**config.mk**
```make
export PLATFORM = sky130hd
export DESIGN_NAME = dice_roller_flat
export DESIGN_NICKNAME = d
export VERILOG_FILES = /design/src/rtl/dice_pkg.sv /design/src/rtl/dice_roller_if.sv /design/src/rtl/dice_channel.sv /design/src/rtl/dice_roller.sv /design/src/flat_wrapper.sv
export SDC_FILE = /design/constraint.sdc
export NUM_CORES = 1
export LEC_CHECK = 0
export CAP_MARGIN = 20
export CORE_ASPECT_RATIO = 0.75
export CORE_MARGIN = 3
export CORE_UTILIZATION = 60
export DETAILED_ROUTE_END_ITERATION = 7
export GPL_TIMING_DRIVEN = 0
export PLACE_DENSITY = 0.78
export REMOVE_ABC_BUFFERS = 1
export SLEW_MARGIN = 20
export SYNTH_ARGS = -nofsm -noshare
export SYNTH_HDL_FRONTEND = slang
export SYNTH_SLANG_ARGS = --single-unit
export TNS_END_PERCENT = 10
```
**constraint.sdc**
```tcl
create_clock -name clk -period 3.44 [get_ports clk]
set_input_delay 0.86 -clock clk [delete_from_list [all_inputs] [get_ports clk]]
set_output_delay 0.86 -clock clk [all_outputs]
set_load 0.005 [all_outputs]
```
**src/rtl/dice_pkg.sv**
```systemverilog
// Shared types and helpers for the dice roller.
//   chan_state_e : per-player channel state
//   face_of      : maps a 3-bit LFSR slice onto a die face 1..6
//   lfsr_step    : one shift of the 16-bit Fibonacci LFSR (taps 16,14,13,11)
package dice_pkg;

  localparam int unsigned DICE_W   = 4;
  localparam int unsigned FACE_MIN = 1;
  localparam int unsigned FACE_MAX = 6;
  localparam int unsigned LFSR_W   = 16;

  typedef enum logic [1:0] {
    IDLE = 2'd0,
    ROLL = 2'd1,
    DONE = 2'd2
  } chan_state_e;

  // Slice values 6 and 7 fold back onto 0 and 1 before the +1 offset.
  function automatic logic [DICE_W-1:0] face_of(input logic [2:0] v);
    logic [2:0] r;
    r = (v >= 3'(FACE_MAX)) ? v - 3'(FACE_MAX) : v;
    return DICE_W'(r) + DICE_W'(FACE_MIN);
  endfunction

  function automatic logic [LFSR_W-1:0] lfsr_step(input logic [LFSR_W-1:0] s);
    return {s[14:0], s[15] ^ s[13] ^ s[12] ^ s[10]};
  endfunction

endpackage

```
**src/rtl/dice_roller_if.sv**
```systemverilog
// Dice result bus between the roller (master) and the score block (slave).
//   dice1/dice2  : player faces, 0 after reset, else 1..6
//   rolling1/2   : roll animation in progress
//   round_valid  : one-cycle pulse, both faces final
//   finish       : game over from score, blocks all rolls
interface dice_roller_if;
  import dice_pkg::*;

  logic [DICE_W-1:0] dice1;
  logic [DICE_W-1:0] dice2;
  logic              rolling1;
  logic              rolling2;
  logic              round_valid;
  logic              finish;

  modport master (
    output dice1, dice2, rolling1, rolling2, round_valid,
    input  finish
  );

  modport slave (
    input  dice1, dice2, rolling1, rolling2, round_valid,
    output finish
  );

endinterface

```
**src/rtl/dice_channel.sv**
```systemverilog
// One player's roll channel: button synchronizer, rising-edge register,
// IDLE/ROLL/DONE state machine, roll and flicker counters, face register.
//   start     : raw button
//   finish    : abort / block rolls
//   close     : round closing, DONE returns to IDLE
//   sample    : 3-bit LFSR slice for this player
//   face      : registered die face
//   rolling   : registered, high while in ROLL
//   done      : channel currently in DONE
//   done_next : channel will be in DONE after this edge
module dice_channel
  import dice_pkg::*;
#(
  parameter int unsigned ROLL_CYCLES    = 25_000_000,
  parameter int unsigned FLICKER_CYCLES = 2_500_000,
  parameter int unsigned SYNC_STAGES    = 2
) (
  input  logic              clk,
  input  logic              rst,
  input  logic              start,
  input  logic              finish,
  input  logic              close,
  input  logic [2:0]        sample,
  output logic [DICE_W-1:0] face,
  output logic              rolling,
  output logic              done,
  output logic              done_next
);

  localparam int unsigned RW = $clog2(ROLL_CYCLES);
  localparam int unsigned FW = (FLICKER_CYCLES > 1) ? $clog2(FLICKER_CYCLES) : 1;
  localparam logic [RW-1:0] ROLL_LAST  = RW'(ROLL_CYCLES - 1);
  localparam logic [FW-1:0] FLICK_LAST = FW'(FLICKER_CYCLES - 1);

  logic [SYNC_STAGES-1:0] sync;
  logic                   sync_prev;
  logic                   rise;

  chan_state_e state;
  chan_state_e state_next;
  logic [RW-1:0] roll_cnt;
  logic [RW-1:0] roll_cnt_next;
  logic [FW-1:0] flick_cnt;
  logic [FW-1:0] flick_cnt_next;
  logic          load;

  // Registered rise puts the roll start SYNC_STAGES+1 clocks after sampling.
  always_ff @(posedge clk or negedge rst) begin
    if (!rst) begin
      sync      <= '0;
      sync_prev <= 1'b0;
      rise      <= 1'b0;
    end else begin
      sync      <= {sync[SYNC_STAGES-2:0], start};
      sync_prev <= sync[SYNC_STAGES-1];
      rise      <= sync[SYNC_STAGES-1] & ~sync_prev;
    end
  end

  always_comb begin
    state_next     = state;
    roll_cnt_next  = roll_cnt;
    flick_cnt_next = flick_cnt;
    load           = 1'b0;
    unique case (state)
      IDLE: begin
        if (rise && !finish) begin
          state_next     = ROLL;
          roll_cnt_next  = '0;
          flick_cnt_next = '0;
          load           = 1'b1;
        end
      end
      ROLL: begin
        if (finish) begin
          state_next = IDLE;
        end else if (roll_cnt == ROLL_LAST) begin
          state_next = DONE;
          load       = 1'b1;
        end else begin
          roll_cnt_next = roll_cnt + 1'b1;
          if (flick_cnt == FLICK_LAST) begin
            flick_cnt_next = '0;
            load           = 1'b1;
          end else begin
            flick_cnt_next = flick_cnt + 1'b1;
          end
        end
      end
      DONE: begin
        if (finish || close) begin
          state_next = IDLE;
        end
      end
      default: state_next = IDLE;
    endcase
  end

  always_ff @(posedge clk or negedge rst) begin
    if (!rst) begin
      state     <= IDLE;
      roll_cnt  <= '0;
      flick_cnt <= '0;
      face      <= '0;
      rolling   <= 1'b0;
    end else begin
      state     <= state_next;
      roll_cnt  <= roll_cnt_next;
      flick_cnt <= flick_cnt_next;
      rolling   <= (state_next == ROLL);
      if (load) begin
        face <= face_of(sample);
      end
    end
  end

  assign done      = (state == DONE);
  assign done_next = (state_next == DONE);

endmodule

```
**src/rtl/dice_roller.sv**
```systemverilog
// Dice roller top: shared free-running LFSR, two player channels,
// round-close detection and finish fan-out.
//   clk, rst       : clock, asynchronous active-low reset
//   start1, start2 : raw player buttons
//   bus (master)   : dice1/dice2, rolling1/rolling2, round_valid out; finish in
module dice_roller
  import dice_pkg::*;
#(
  parameter int unsigned       ROLL_CYCLES    = 25_000_000,
  parameter int unsigned       FLICKER_CYCLES = 2_500_000,
  parameter int unsigned       SYNC_STAGES    = 2,
  parameter logic [LFSR_W-1:0] LFSR_SEED      = 16'hACE1
) (
  input  logic          clk,
  input  logic          rst,
  input  logic          start1,
  input  logic          start2,
  dice_roller_if.master bus
);

  logic [LFSR_W-1:0] lfsr;
  logic done1;
  logic done2;
  logic done_next1;
  logic done_next2;
  logic close;

  always_ff @(posedge clk or negedge rst) begin
    if (!rst) begin
      lfsr <= LFSR_SEED;
    end else begin
      lfsr <= lfsr_step(lfsr);
    end
  end

  // Both channels sitting in DONE releases them on the following edge.
  assign close = done1 & done2;

  dice_channel #(
    .ROLL_CYCLES   (ROLL_CYCLES),
    .FLICKER_CYCLES(FLICKER_CYCLES),
    .SYNC_STAGES   (SYNC_STAGES)
  ) u_ch1 (
    .clk      (clk),
    .rst      (rst),
    .start    (start1),
    .finish   (bus.finish),
    .close    (close),
    .sample   (lfsr[2:0]),
    .face     (bus.dice1),
    .rolling  (bus.rolling1),
    .done     (done1),
    .done_next(done_next1)
  );

  dice_channel #(
    .ROLL_CYCLES   (ROLL_CYCLES),
    .FLICKER_CYCLES(FLICKER_CYCLES),
    .SYNC_STAGES   (SYNC_STAGES)
  ) u_ch2 (
    .clk      (clk),
    .rst      (rst),
    .start    (start2),
    .finish   (bus.finish),
    .close    (close),
    .sample   (lfsr[10:8]),
    .face     (bus.dice2),
    .rolling  (bus.rolling2),
    .done     (done2),
    .done_next(done_next2)
  );

  // Pulse lands in the first cycle both channels hold DONE; close then
  // forces both next states away from DONE, so it cannot repeat.
  always_ff @(posedge clk or negedge rst) begin
    if (!rst) begin
      bus.round_valid <= 1'b0;
    end else begin
      bus.round_valid <= done_next1 & done_next2;
    end
  end

endmodule

```
**src/flat_wrapper.sv**
```systemverilog
// flat-port wrapper written by rule: the top's interface ports become plain ports
module dice_roller_flat import dice_pkg::*;
#(
  parameter int unsigned       ROLL_CYCLES    = 25_000_000,
  parameter int unsigned       FLICKER_CYCLES = 2_500_000,
  parameter int unsigned       SYNC_STAGES    = 2,
  parameter logic [LFSR_W-1:0] LFSR_SEED      = 16'hACE1
)
  (clk, rst, start1, start2, bus_dice1, bus_dice2, bus_rolling1, bus_rolling2, bus_round_valid, bus_finish);
  dice_roller_if bus_i ();
  input  logic clk;
  input  logic rst;
  input  logic start1;
  input  logic start2;
  output wire logic [$bits(bus_i.dice1)-1:0] bus_dice1;
  output wire logic [$bits(bus_i.dice2)-1:0] bus_dice2;
  output wire logic [$bits(bus_i.rolling1)-1:0] bus_rolling1;
  output wire logic [$bits(bus_i.rolling2)-1:0] bus_rolling2;
  output wire logic [$bits(bus_i.round_valid)-1:0] bus_round_valid;
  input wire logic [$bits(bus_i.finish)-1:0] bus_finish;
  assign bus_dice1 = bus_i.dice1;
  assign bus_dice2 = bus_i.dice2;
  assign bus_rolling1 = bus_i.rolling1;
  assign bus_rolling2 = bus_i.rolling2;
  assign bus_round_valid = bus_i.round_valid;
  assign bus_i.finish = bus_finish;
  dice_roller #(.ROLL_CYCLES(ROLL_CYCLES), .FLICKER_CYCLES(FLICKER_CYCLES), .SYNC_STAGES(SYNC_STAGES), .LFSR_SEED(LFSR_SEED)) u_core (.clk(clk), .rst(rst), .start1(start1), .start2(start2), .bus(bus_i));
endmodule
```
; After elaboration in Yosys (flattened, before gate mapping)
; Index checks and enable logic that the tools add are counted.
[op_classes]
magnitude_cmp = 2
reduce_logical = 10
mul = 0
mux = 40
div_mod_pow = 0
n_eq_ne = 18
addsub = 8
n_shift = 0
bitwise_logic = 9
[ops]
columns = op, count
row1 = 2-to-1 mux 22 bit, 8
row2 = 2-to-1 mux 25 bit, 6
row3 = one-hot mux 25 bit (2 select lines), 2
row4 = one-hot mux 22 bit (2 select lines), 2
row5 = adder 25 x 1 -> 25 bit (second input constant), 2
row6 = == test 25 bit (second input constant), 2
row7 = adder 22 x 1 -> 22 bit (second input constant), 2
row8 = == test 22 bit (second input constant), 2
row9 = 2-to-1 mux 2 bit, 8
row10 = != test 2 bit (second input constant), 6
row11 = one-hot mux 2 bit (3 select lines), 2
row12 = adder 3 x 1 -> 4 bit (second input constant), 2
row13 = == test 2 x 1 -> 1 bit (second input constant), 4
row14 = == test 2 bit (second input constant), 4
row15 = 2-to-1 mux 1 bit, 8
row16 = AND reduction 4 bit, 2
row17 = >= comparator 3 bit (second input constant), 2
row18 = 2-to-1 mux 3 bit, 2
row19 = subtractor 3 bit (second input constant), 2
row20 = bitwise AND 1 bit, 4
row21 = zero test 2 bit, 2
row22 = one-hot mux 1 bit (2 select lines), 2
row23 = nonzero test 2 bit, 2
row24 = bitwise XOR 1 bit, 3
row25 = other kinds (4), 6
[word_totals]
input_bits = 5
latch_bits = 0
register_bits = 133
n_memories = 0
out_inout_bits = 11
mem_bits_ro = 0
ram_bits = 0
elab_cells = 105

; Logic depth before layout (Yosys ltp)
[depth]
word_depth = 7
ltp_mapped = 10
depth_no_buf = 8

; Cells and area by module
; From an unflattened synthesis, not the netlist that was laid out.
[hier_totals]
hier_cells = 722
hier_area_um2 = 7025.5
[modules_own_cells]
columns = mod, n_inst, seq_area_each_um2, cells_each, area_per_inst_um2
row1 = dice_channel at u_core.u_ch2, 1, 1451.4, 367, 3342.0
row2 = dice_channel at u_core.u_ch1, 1, 1451.4, 333, 3209.3
row3 = dice_roller, 1, 435.4, 22, 474.2

; Worst setup path after synthesis
; OpenSTA, ideal clock, no wires.
[synth_timing]
path_kind = input to register
from = input port bus_finish
to = register u_core.u_ch1.flick_cnt[10]
t_arrival_ns = 2.370
setup_ns = 0.129
cell_stages = 6
path_slack_ns = 0.941
path_buffers = 2
required_ns = 3.311
cell_sequence = clkbuf_1 nor4b_1 nor2_1 clkbuf_1 o21ai_0 o41ai_1
[synth_via]
elab_chain_cells = 4
word_cells_on_any_way = 5
classes_between = eq/ne: 2 / reduce/logical: 3
[synth_rtl]
columns = item, line
row1 = start: declaration, flat_wrapper.sv:20  ; input wire logic [$bits(bus_i.finish)-1:0] bus_finish;
row2 = zero test 1 bit, dice_channel.sv:67  ; if (rise && !finish) begin
row3 = logical AND 1 bit, dice_channel.sv:67
row4 = != test 2 bit (no source line), n/a
row5 = AND reduction 4 bit (no source line) (*), n/a
row6 = end signal: assignment, dice_channel.sv:109  ; flick_cnt <= flick_cnt_next;
row7 = end: declaration, dice_channel.sv:43  ; logic [FW-1:0] flick_cnt;
; Every way passes the cells marked *; elsewhere a longest branch is shown, timed or not.
; A chain may end at the register's enable or synchronous reset.

; Worst setup path in the final report
[layout_timing]
from = register u_core.u_ch2.roll_cnt[0]
to = register u_core.u_ch2.flick_cnt[18]
[layout_via]
elab_chain_cells = 3
[layout_rtl]
columns = item, line
row1 = start: declaration, dice_channel.sv:41  ; logic [RW-1:0] roll_cnt;
row2 = start signal: assignment, dice_channel.sv:108  ; roll_cnt <= roll_cnt_next;
row3 = == test 25 bit, dice_channel.sv:77  ; end else if (roll_cnt == ROLL_LAST) begin
row4 = != test 2 bit (no source line), n/a
row5 = AND reduction 4 bit (no source line), n/a
row6 = end signal: assignment, dice_channel.sv:109
row7 = end: declaration, dice_channel.sv:43
; No other way between the ends.

==> out/metrics.yaml <==
outcome:
  status: "finished, final reports clean"
yosys:
  synth-edff-count: 0
  syn_inst: 654
  synth_fa_ha_area_share_pct: 1.18
  synth_top_family_by_area: "simple AND/OR/NAND/NOR gates"
  synth-simple-area-share_pct: 23.8
  synth_flop_cell: "dfrtp_1"
  synth_seq_cells: 133
  seq_area_frac_synth_pct: 52.3
  syn_area_per_cell_um2: 9.76
  async_reset_ff_share_pct: 100
  synth-xor-area-share_pct: 5.90
  ys_types: 54
  ys_warn_count: 0
  synthMuxAreaShare_pct: 1.29
  synth_compound_area_share_pct: 13.2
  netlist_area_um2: 6380
clock_network:
  cts_root_buf: "clkbuf_16"
  cts_tree: "built"
  cts.sinks: 133
  clk_latency_ns: 0.42
  clk_pin_slew_ns: 0.06
  clockBufferDepth: 2
  cts.htree.levels: 4
  ctsResizeCount: 0
  cts_setup_buffers: 0
  cts-buffers-inserted: 17
  ctsHoldBuffers: 0
setup_path:
  cp.required_ns: 3.78
  critPathMaxStageDelay_ns: 0.66
  crit_slowest_cell: "or4_1"
  r2r-end: "u_core.u_ch2.flick_cnt[18]"
  ff2ff_path_depth: 8
  worstPathArrival_ns: 3.44
  start_kind: "flip-flop"
  cp-startpoint: "u_core.u_ch2.roll_cnt[0]"
  rrSetupSlack_ns: 0.34
  regToRegStartpoint: "u_core.u_ch2.roll_cnt[0]"
  end_kind: "flip-flop"
  crit_chain: "ha_1 > nand2_1 > or4_1 > o21a_1 > nor2_2 > inv_1 > a21o_1 > a31oi_1"
  cp_max_fo: 21
  critPathKind: "flip-flop to flip-flop"
global_route:
  antenna_found_initial: 0
  grt_max_degree: 79
  grt_overflow: 0
  grt_pass1_wl_um: 23400
  first_global_vias: 5012
  track_usage_pct: 24.3
placed_design:
  io_buffers: 15
  dp_hpwl_um: 8650
  place_congestion: 0.838
  dp_cells: 786
sta:
  max-slew-margin-rel_pct: 36.9
  fin_crit_ns: 3.10
  setup_viol: 0
  hold_viol_final: 0
  fmax_ghz: 0.323
  worst_pin_slew_ns: 0.942
  grt_setup_unrepaired: "false"
  finalClockSkew_ns: 0.00993
  drv_slew: 0
  fin_crit_sh_pct: 90.1
die:
  rows: 31
  initial_utilization_pct: 63.8
  die_w_um: 125
  core_region_area_um2: 10000
  dieArea_um2: 11900
  fp.dieH_um: 95.3
  ios: 16
finish:
  num-fill-cells: 679
  diodes: 0
  final_common_cell: "dfrtp_1"
  drive_gt1_share_pct: 10.1
  layout.cells.non_filler: 818
  area_growth_pct: 14.7
  multiInputGateArea_um2: 2930
  layout.area.seq_um2: 3340
  final_nets: 684
  final_util_pct: 73.2
  mostFrequentLayoutCells: "dfrtp_1 (125), nor2_1 (71), o21ai_0 (63)"
route:
  post_drt_wl_per_cell_um: 16.6
  drc: 0
  drt-vias-per-instance: 6.25
  drt_iter0_drc: 413
  ant_nets: 0
  dr.pass1.iters: 5
  vias: 5110
  routed_wl_um: 13600
worst_hold_path:
  min_to: "u_core.lfsr[4]"
  hold_path_class: "flip-flop to flip-flop"
  worstHoldPathCells: 0
  hold_start: "u_core.lfsr[3]"
pwr:
  powerDensity_nw_per_um2: 503
  peakVddDrop_uv: 392
  power_leakage_nw: 3.11
  power_w: 0.00369
flow_run:
  maxCapViolations: 0
[worst max-delay path, delay by kind of cell (launching register included)]
kind / cells / cell delay, ns
simple gates: 3 / 1.40
flops: 1 / 0.43
fa+ha+maj: 1 / 0.23
buf+inv: 1 / 0.24
compound gates: 3 / 0.71
[state kept, by name, summed over array words and instances, names as in the netlist, 2 cells and up]
name and count:
u_core.u_ch1.roll_cnt 25, u_core.u_ch2.roll_cnt 25, u_core.u_ch1.flick_cnt 22, u_core.u_ch2.flick_cnt 22, u_core.lfsr 16, u_core.u_ch1.face 4, u_core.u_ch2.face 4, u_core.u_ch1.state 2
u_core.u_ch1.sync 2, u_core.u_ch2.state 2, u_core.u_ch2.sync 2
[routing by layer]
layer | global-route usage (%) | up-vias | wire [µm]
met3 | 6.22 | 22 | 737
met5 | 0 | - | 0
met4 | 8.48 | 0 | 179
li1 | - | 2402 | -
met1 | 33.0 | 2507 | 6310
met2 | 38.6 | 179 | 6340
[cell families after synthesis]
logic type	after synthesis
XOR/XNOR	43
flip-flops	133
adder cells (fa/ha/maj)	6
AO/OA/AOI/OAI	137
AND/OR/NAND/NOR	292
multiplexers	7
buffers and inverters	36
[worst max-delay path by stage]
| stage | cells past startpoint | endpoint |
|---|---|---|
| floorplan | 4 | u_core.u_ch1.flick_cnt[10] |
| global placement | 1 | u_core.u_ch1.flick_cnt[15] |
| detailed placement | 6 | u_core.u_ch1.flick_cnt[15] |
| CTS | 6 | u_core.u_ch1.flick_cnt[5] |
| global route | 8 | u_core.u_ch2.flick_cnt[18] |
| finish | 8 | u_core.u_ch2.flick_cnt[18] |
[cell usage after synthesis (all sizes together), types with 3 or more instances]
library cell / count / area (µm²)
inv: 16 / 60.1
nand2b: 6 / 37.5
nor4b: 4 / 41.3
dfrtp: 125 / 3130
mux2: 4 / 52.6
and4: 8 / 70.1
dfstp: 8 / 210
clkbuf: 11 / 41.3
a21oi: 21 / 113
mux2i: 3 / 30.0
nand3: 39 / 195
and3: 13 / 81.3
or4: 5 / 41.3
xor2: 14 / 123
nor3: 21 / 105
nand4: 18 / 113
and2: 3 / 18.8
ha: 6 / 75.1
o31ai: 19 / 156
nor2b: 13 / 81.3
or4b: 6 / 60.1
or3: 9 / 56.3
o41ai: 3 / 26.3
o21ai: 66 / 334
nor4: 8 / 50.1
buf: 9 / 47.6
nor4bb: 4 / 40.0
nor2: 73 / 274
nand2: 57 / 214
a31oi: 11 / 68.8
xnor2: 29 / 254
o2111ai: 4 / 35.0
or2: 3 / 21.3
[per-stage QoR]
stage	worst slack [ns]	hold WS, ns	setup TNS (ns)	area [µm²]
after global placement	-3.58	0.336	-604.48	6610
final	0.340	0.345	0	7330
after detailed placement	-0.198	0.336	-3.23	6690
after floorplan	-0.734	0.331	-17.80	6300
after CTS	0.144	0.348	0	7320
after global routing	0.120	0.357	0	7330
[where the power goes]
group	internal, W	switching [W]
registers	0.00160	0.0000379
clock network	0.00123	0.000653
logic	0.0000519	0.000115
total	0.00288	0.000806
[area by class of cell]
cell class              instances  area share, %
clock buffers                  24           6.85
clock inverters                 8           1.64
inverters                      16          0.820
multi-input cells             485           40.0
flip-flops and latches        133           45.6
well taps                     132           2.25
repair buffers                 20           2.85
(Power assumes the default switching activity.)
